<file path="src/rtl/multicycle_controller.sv">
// Multicycle RV32I control FSM: sequences fetch, decode, execute, memory and
// writeback steps over a shared memory and a single ALU.
module multicycle_controller #(
  parameter bit MEM_WAIT_EN  = 1'b1,
  parameter bit ILLEGAL_TRAP = 1'b1,
  parameter bit UTYPE_EN     = 1'b1
) (
  input  logic       clk,
  input  logic       rst_n,
  input  logic [6:0] op,
  input  logic       zero,
  input  logic       mem_ready,
  output logic       pc_write,
  output logic       adr_src,
  output logic       mem_read,
  output logic       mem_write,
  output logic       ir_write,
  output logic       reg_write,
  output logic [1:0] result_src,
  output logic [1:0] alu_src_a,
  output logic [1:0] alu_src_b,
  output logic [1:0] alu_op,
  output logic [2:0] imm_src,
  output logic       illegal,
  output logic [3:0] state
);

  localparam logic [6:0] OpLoad   = 7'b0000011;
  localparam logic [6:0] OpStore  = 7'b0100011;
  localparam logic [6:0] OpReg    = 7'b0110011;
  localparam logic [6:0] OpImm    = 7'b0010011;
  localparam logic [6:0] OpBranch = 7'b1100011;
  localparam logic [6:0] OpJal    = 7'b1101111;
  localparam logic [6:0] OpJalr   = 7'b1100111;
  localparam logic [6:0] OpLui    = 7'b0110111;
  localparam logic [6:0] OpAuipc  = 7'b0010111;

  typedef enum logic [3:0] {
    Fetch    = 4'h0,
    Decode   = 4'h1,
    MemAdr   = 4'h2,
    MemRead  = 4'h3,
    MemWb    = 4'h4,
    MemWrite = 4'h5,
    ExecR    = 4'h6,
    ExecI    = 4'h7,
    AluWb    = 4'h8,
    Branch   = 4'h9,
    Jal      = 4'ha,
    Jalr     = 4'hb,
    JalrPc   = 4'hc,
    Utype    = 4'hd,
    Unused   = 4'he,
    Trap     = 4'hf
  } state_e;

  // Per-state control flags; fetch/branch/utype are qualified by live inputs later.
  typedef struct packed {
    logic       fetch;
    logic       pc_update;
    logic       branch;
    logic       adr_src;
    logic       mem_read;
    logic       mem_write;
    logic       reg_write;
    logic [1:0] result_src;
    logic [1:0] alu_src_a;
    logic [1:0] alu_src_b;
    logic [1:0] alu_op;
    logic       utype;
    logic       illegal;
  } ctrl_t;

  function automatic ctrl_t decode(state_e s);
    ctrl_t c;
    c = '0;
    case (s)
      Fetch:    begin c.fetch = 1'b1; c.mem_read = 1'b1; c.alu_src_b = 2'b10;
                      c.result_src = 2'b10; end
      Decode:   begin c.alu_src_a = 2'b01; c.alu_src_b = 2'b01; end
      MemAdr:   begin c.alu_src_a = 2'b10; c.alu_src_b = 2'b01; end
      MemRead:  begin c.mem_read = 1'b1; c.adr_src = 1'b1; end
      MemWb:    begin c.result_src = 2'b01; c.reg_write = 1'b1; end
      MemWrite: begin c.mem_write = 1'b1; c.adr_src = 1'b1; end
      ExecR:    begin c.alu_src_a = 2'b10; c.alu_op = 2'b10; end
      ExecI:    begin c.alu_src_a = 2'b10; c.alu_src_b = 2'b01; c.alu_op = 2'b10; end
      AluWb:    c.reg_write = 1'b1;
      Branch:   begin c.alu_src_a = 2'b10; c.alu_op = 2'b01; c.branch = 1'b1; end
      Jal:      begin c.alu_src_a = 2'b01; c.alu_src_b = 2'b10; c.pc_update = 1'b1; end
      Jalr:     begin c.alu_src_a = 2'b10; c.alu_src_b = 2'b01; end
      JalrPc:   begin c.alu_src_a = 2'b01; c.alu_src_b = 2'b10; c.pc_update = 1'b1; end
      Utype:    begin c.utype = 1'b1; c.alu_src_b = 2'b01; end
      default:  c.illegal = 1'b1;
    endcase
    return c;
  endfunction

  state_e state_q, state_d;
  ctrl_t  ctrl_q;
  logic   mem_done;
  logic   fetch_go;
  state_e unknown_st;

  assign mem_done   = MEM_WAIT_EN ? mem_ready : 1'b1;
  assign unknown_st = ILLEGAL_TRAP ? Trap : Fetch;
  assign fetch_go   = ctrl_q.fetch & mem_done;

  // Next-state logic.
  always_comb begin
    state_d = state_q;
    case (state_q)
      Fetch:    if (mem_done) state_d = Decode;
      Decode: begin
        case (op)
          OpLoad, OpStore: state_d = MemAdr;
          OpReg:           state_d = ExecR;
          OpImm:           state_d = ExecI;
          OpBranch:        state_d = Branch;
          OpJal:           state_d = Jal;
          OpJalr:          state_d = Jalr;
          OpLui, OpAuipc:  state_d = UTYPE_EN ? Utype : unknown_st;
          default:         state_d = unknown_st;
        endcase
      end
      MemAdr:   state_d = op[5] ? MemWrite : MemRead;
      MemRead:  if (mem_done) state_d = MemWb;
      MemWrite: if (mem_done) state_d = Fetch;
      MemWb, AluWb, Branch:              state_d = Fetch;
      ExecR, ExecI, Jal, JalrPc, Utype:  state_d = AluWb;
      Jalr:     state_d = JalrPc;
      default:  state_d = state_q;  // Trap and the unused code hold until reset
    endcase
  end

  // State register with Moore outputs registered from the next state.
  always_ff @(posedge clk or negedge rst_n) begin
    if (!rst_n) begin
      state_q <= Fetch;
      ctrl_q  <= decode(Fetch);
    end else begin
      state_q <= state_d;
      ctrl_q  <= decode(state_d);
    end
  end

  // Output drive; everything is forced low while reset is held.
  always_comb begin
    pc_write   = 1'b0;
    adr_src    = 1'b0;
    mem_read   = 1'b0;
    mem_write  = 1'b0;
    ir_write   = 1'b0;
    reg_write  = 1'b0;
    result_src = 2'b00;
    alu_src_a  = 2'b00;
    alu_src_b  = 2'b00;
    alu_op     = 2'b00;
    imm_src    = 3'b000;
    illegal    = 1'b0;
    state      = 4'h0;
    if (rst_n) begin
      pc_write   = ctrl_q.pc_update | fetch_go | (ctrl_q.branch & zero);
      adr_src    = ctrl_q.adr_src;
      mem_read   = ctrl_q.mem_read;
      mem_write  = ctrl_q.mem_write;
      ir_write   = fetch_go;
      reg_write  = ctrl_q.reg_write;
      result_src = ctrl_q.result_src;
      // lui adds to zero, auipc adds to OldPC
      alu_src_a  = ctrl_q.utype ? (op[5] ? 2'b11 : 2'b01) : ctrl_q.alu_src_a;
      alu_src_b  = ctrl_q.alu_src_b;
      alu_op     = ctrl_q.alu_op;
      illegal    = ctrl_q.illegal;
      state      = state_q;
      case (op)
        OpStore:        imm_src = 3'b001;
        OpBranch:       imm_src = 3'b010;
        OpJal:          imm_src = 3'b011;
        OpLui, OpAuipc: imm_src = 3'b100;
        default:        imm_src = 3'b000;
      endcase
    end
  end

endmodule
</file>
<file path="config.mk">
export PLATFORM = sky130hd
export DESIGN_NAME = multicycle_controller
export DESIGN_NICKNAME = d
export VERILOG_FILES = /design/src/rtl/multicycle_controller.sv
export SDC_FILE = /design/constraint.sdc
export NUM_CORES = 1
export LEC_CHECK = 0
export ABC_AREA = 1
export BUFFER_PORTS_ARGS = -buffer_cell sky130_fd_sc_hd__buf_2
export CORE_MARGIN = 4
export CORE_UTILIZATION = 55
export CTS_BUF_LIST = sky130_fd_sc_hd__clkbuf_8
export DETAILED_ROUTE_END_ITERATION = 16
export PLACE_DENSITY = 0.88
export SLEW_MARGIN = 40
export SYNTH_ARGS = -nofsm -noshare
export SYNTH_HDL_FRONTEND = slang
export SYNTH_SLANG_ARGS = --single-unit
</file>
<file path="constraint.sdc">
create_clock -name clk -period 5.5 [get_ports clk]
set_clock_uncertainty 0.2 [all_clocks]
set_input_delay 1.1 -clock clk [delete_from_list [all_inputs] [get_ports clk]]
set_output_delay 1.1 -clock clk [all_outputs]
set_load 0.05 [all_outputs]
</file>
# After elaboration in Yosys (flattened, before gate mapping)
# Cells that the tools add are included.
dict set report totals {
  reg_bits 21
  in_bits 11
}
dict set report classes {
  n_eq_ne 35
  mux 35
  bitwise_logic 4
  n_reduce_logical 16
}
# op count
set ops {}
lappend ops {{equality test 4 bit (second input constant)} 12}
lappend ops {{equality test 4 x 3 -> 1 bit (second input constant)} 8}
lappend ops {{one-hot mux 4 bit (8 select lines)} 1}
lappend ops {{one-hot mux 4 bit (7 select lines)} 1}
lappend ops {{equality test 7 x 6 -> 1 bit (second input constant)} 3}
lappend ops {{equality test 7 bit (second input constant)} 3}
lappend ops {{equality test 4 x 2 -> 1 bit (second input constant)} 4}
lappend ops {{two-way mux 1 bit} 16}
lappend ops {{two-way mux 4 bit} 4}
lappend ops {{one-hot mux 2 bit (2 select lines)} 4}
lappend ops {{OR reduction 5 bit} 3}
lappend ops {{equality test 7 x 5 -> 1 bit (second input constant)} 2}
lappend ops {{OR reduction 14 bit} 1}
lappend ops {{OR reduction 2 bit} 7}
lappend ops {{two-way mux 2 bit} 6}
lappend ops {{one-hot mux 3 bit (4 select lines)} 1}
lappend ops {{OR reduction 3 bit} 3}
lappend ops {{equality test 4 x 1 -> 1 bit (second input constant)} 2}
lappend ops {{zero test 4 bit} 2}
lappend ops {{equality test 7 x 2 -> 1 bit (second input constant)} 1}
lappend ops {{two-way mux 3 bit} 2}
lappend ops {{bitwise AND 1 bit} 2}
lappend ops {{bitwise OR 1 bit} 2}

# Longest topological paths before layout
dict set report logic_depth {
  word_depth 7
  mapped_depth 14
  depth_no_buf 14
}

# Worst setup path before layout
# No wires, ideal clock.
dict set report synth_path {
  kind {input-to-output}
  startpoint {input port op[1]}
  endpoint {output port imm_src[0]}
  arrival_ns 2.686
  t_required_ns 4.200
  setup_slack_ns 1.514
  path_stages 5
  path_buffers 0
  cell_sequence {nand2_1 -> nor2_2 -> nand2_2 -> nand2_1 -> nor3b_1}
}
dict set report synth_between {
  elab_chain_cells 4
  word_cells_on_any_way 8
  classes_between {eq/ne: 5; mux: 2; reduce/logical: 1}
}
# item line_no
set synth_lines {}
lappend synth_lines {{from (decl)} 10} ;# input logic [6:0] op,
lappend synth_lines {{equality test 7 x 6 -> 1 bit / equality test 7 x 5 -> 1 bit (equally long branches)} 175} ;# case (op)
lappend synth_lines {{OR reduction 2 bit} 175}
lappend synth_lines {{one-hot mux 3 bit (4 select lines) (*)} 175}
lappend synth_lines {{two-way mux 3 bit (*)} 161} ;# if (rst_n) begin
lappend synth_lines {{to (decl)} 23} ;# output logic [2:0] imm_src,
# Every way passes the cells marked *; elsewhere a longest branch is shown, timed or not.

# Worst setup path after layout
dict set report layout_path {
  startpoint {input port rst_n}
  endpoint {output port imm_src[0]}
}
dict set report layout_between {
  elab_chain_cells 1
}
# item line_no
set layout_lines {}
lappend layout_lines {{from (decl)} 9} ;# input logic rst_n,
lappend layout_lines {{two-way mux 3 bit} 161}
# No other way between the ends.

==> flow_metrics.env <==
export IMPL_die_height_um=56.1
export IMPL_setup_slack_ns=1.88
export IMPL_finalMaxSlewViolations=0
export IMPL_cts_hold_buf=0
export IMPL_clock_path_buffers=2
export IMPL_antenna_cells=0
export IMPL_gp_congestion=0.829
export IMPL_start_util_pct=57.6
export IMPL_wirelength_um=2400
export IMPL_drv_cap=0
export IMPL_num_io_pins=33
export IMPL_first_global_vias=1009
export IMPL_regArea_um2=479
export IMPL_utilization_pct=68.2
export IMPL_timing_final_crit_period_ns=3.62
export IMPL_dieArea_um2=3150
export IMPL_drc=0
export IMPL_cts_reportedPaths_clkPinSlew_ns=0.06
export IMPL_antenna_found_initial=0
export IMPL_grt_max_degree=37
export IMPL_syn_area_um2=1270
export IMPL_wl_per_cell_um=10.0
export IMPL_avgSynthCellArea_um2=7.20
export IMPL_critPathLaunchType="input pin"
export IMPL_cts_num_sinks=19
export IMPL_vias=1133
export IMPL_grt_pass1_wl_um=4200
export IMPL_die_x_um=56.1
export IMPL_cts_buffers=3
export IMPL_synthArstFlopShare_pct=100
export IMPL_pre_cts_ws_ns=1.83
export IMPL_p_total_mw=0.807
export IMPL_multi_input_area_um2=637
export IMPL_synth_enable_flop_cells=0
export IMPL_min_period_over_period_pct=65.7
export IMPL_overflow=0
export IMPL_final_cells=239
export IMPL_synth_main_ff_cell="dfrtp_1"
export IMPL_hold_viol=0
export IMPL_yosysSeqAreaShare_pct=37.6
export IMPL_final_nets=223
export IMPL_ys_warn_count=0
export IMPL_crit_arrival_ns=2.32
export IMPL_core_area_um2=2210
export IMPL_rsz0062_at_grt="false"
export IMPL_finalSetupViolCount=0
export IMPL_grt_usage_pct=16.6
export IMPL_drtIter0Drc=38
export IMPL_area_growth_pct=18.4
export IMPL_status="completed"
export IMPL_path_max_fanout=36
export IMPL_cp_end_kind="primary output"
export IMPL_setup_tns_ns=0
export IMPL_required_ns=4.20
export IMPL_fmax_ghz=0.277
export IMPL_syn_nets=188
export IMPL_viasPerCell=4.74
export IMPL_cts_max_level=1
export IMPL_hp_class="register to register"
export IMPL_cts_resized=0
export IMPL_filler_cell_count=198
export IMPL_max_vdd_ir_drop_mv=0.339
export IMPL_ant_nets=0
export IMPL_synth_cell_types=30
export IMPL_firstDrtPassIters=4
export IMPL_dp_cells=235
export IMPL_worstSetupPathType="input pin to primary output"
export IMPL_cts_tree="done"
export IMPL_cts_setup_buffers=0
export IMPL_ys_ff_latch=19
export IMPL_num_rows=17
export IMPL_slew_limit_headroom_pct=58.7
export IMPL_place_port_buffers=32
export IMPL_cts_root_buf="clkbuf_8"
export IMPL_pwr_density_cell_nw_per_um2=535
export IMPL_syn_inst=177
export IMPL_tightest_slew_ns=0.620
export IMPL_clk_latency_ns=0.25
export IMPL_dp_hpwl_um=1890
export IMPL_cellLeakagePower_nw=0.921
export IMPL_layout_drive_gt1_share_pct=35.5
-- layout by cell type (no fill, tap or decap), drive strengths merged --
cell type,count
inv,34
a21oi,3
dfrtp,16
clkbuf,3
nor3,4
nand3,11
nand4,3
o22ai,1
nor2,28
nor2b,1
clkinv,3
nor3b,1
or2,1
o21ai,8
dfstp,3
nand2,58
buf,32
o211ai,1
-- cell type report --
class | count | area share, %
multi-input cells | 120 | 42.2
repair buffers | 32 | 10.6
clock buffers | 3 | 2.74
flip-flops and latches | 19 | 31.8
well taps | 28 | 2.32
inverters | 36 | 9.96
clock inverters | 1 | 0.332
-- per-layer routing --
metal | share of wire (%) | wire length, µm | vias to the layer above | GRT usage [%]
met1 | 45 | 1090 | 490 | 22.2
met5 | 0 | 0 | - | 0
met2 | 47 | 1130 | 35 | 26.0
li1 | - | - | 605 | -
met4 | 0.58 | 14 | 0 | 3.05
met3 | 6.6 | 159 | 3 | 6.03
-- where the power goes --
| part | switching (mW) | leakage (nW) | total, mW | internal (mW) |
|---|---|---|---|---|
| logic | 0.348 | 0.650 | 0.485 | 0.137 |
| registers | 0.0338 | 0.245 | 0.230 | 0.196 |
| clock network | 0.0417 | 0.0255 | 0.0919 | 0.0503 |
| total | 0.423 | 0.921 | 0.807 | 0.384 |
-- worst paths after layout --
| path | start | to | slack [ns] | cells after the start |
|---|---|---|---|---|
| worst max register to register | state_q[2] | ctrl_q[4] | 3.55 | 10 |
| worst max-delay path | rst_n | imm_src[0] | 1.88 | 4 |
| worst min register to register | state_q[3] | ctrl_q[5] | 0.51 | 2 |
| min in group asynchronous | rst_n | ctrl_q[13] | 0.66 | 1 |
| worst min-delay path | state_q[3] | ctrl_q[5] | 0.51 | 2 |
| max in group asynchronous | rst_n | state_q[0] | 4.04 | 1 |
-- synth_stat cells, types with 2 or more instances --
cell type	n	area, µm²
o21ai_2	2	17.5
nand2_2	8	50.1
nor2_4	3	33.8
inv_2	5	18.8
o21ai_1	3	15.0
clkbuf_1	2	7.51
o21ai_0	3	15.0
nor3_4	2	32.5
nor3_2	2	20.0
dfstp_2	3	78.8
nand3_1	9	45.0
inv_1	28	105
a21oi_1	2	10.0
dfrtp_1	16	400
nand2_1	49	184
nand4_1	3	18.8
nor2_2	7	43.8
nor2_1	18	67.6
-- worst max-delay path: stages --
cell and delay, ns:
buf_2 0.49, inv_1 0.21, nor3b_1 0.22, buf_2 0.29
-- registers in the layout, indices dropped and copies added, names as in the netlist --
| register | flops |
|---|---|
| ctrl_q | 15 |
| state_q | 4 |
-- cells by family (layout without fill, tap and decap cells) --
family          after synthesis  after routing  share of synthesized area [%]
compound gates               13             13                           6.29
simple gates                107            107                           43.7
buf+inv                      38             72                           12.4
flops                        19             19                           37.6
-- per-stage QoR --
step	hold WS, ns	area [µm²]
4_1_cts	0.513	1510
6_report	0.510	1510
3_5_place_dp	0.509	1460
3_3_place_gp	0.506	1460
5_1_grt	0.546	1510
2_1_floorplan	0.440	1270
No activity file was read; power rests on OpenSTA's default activity.
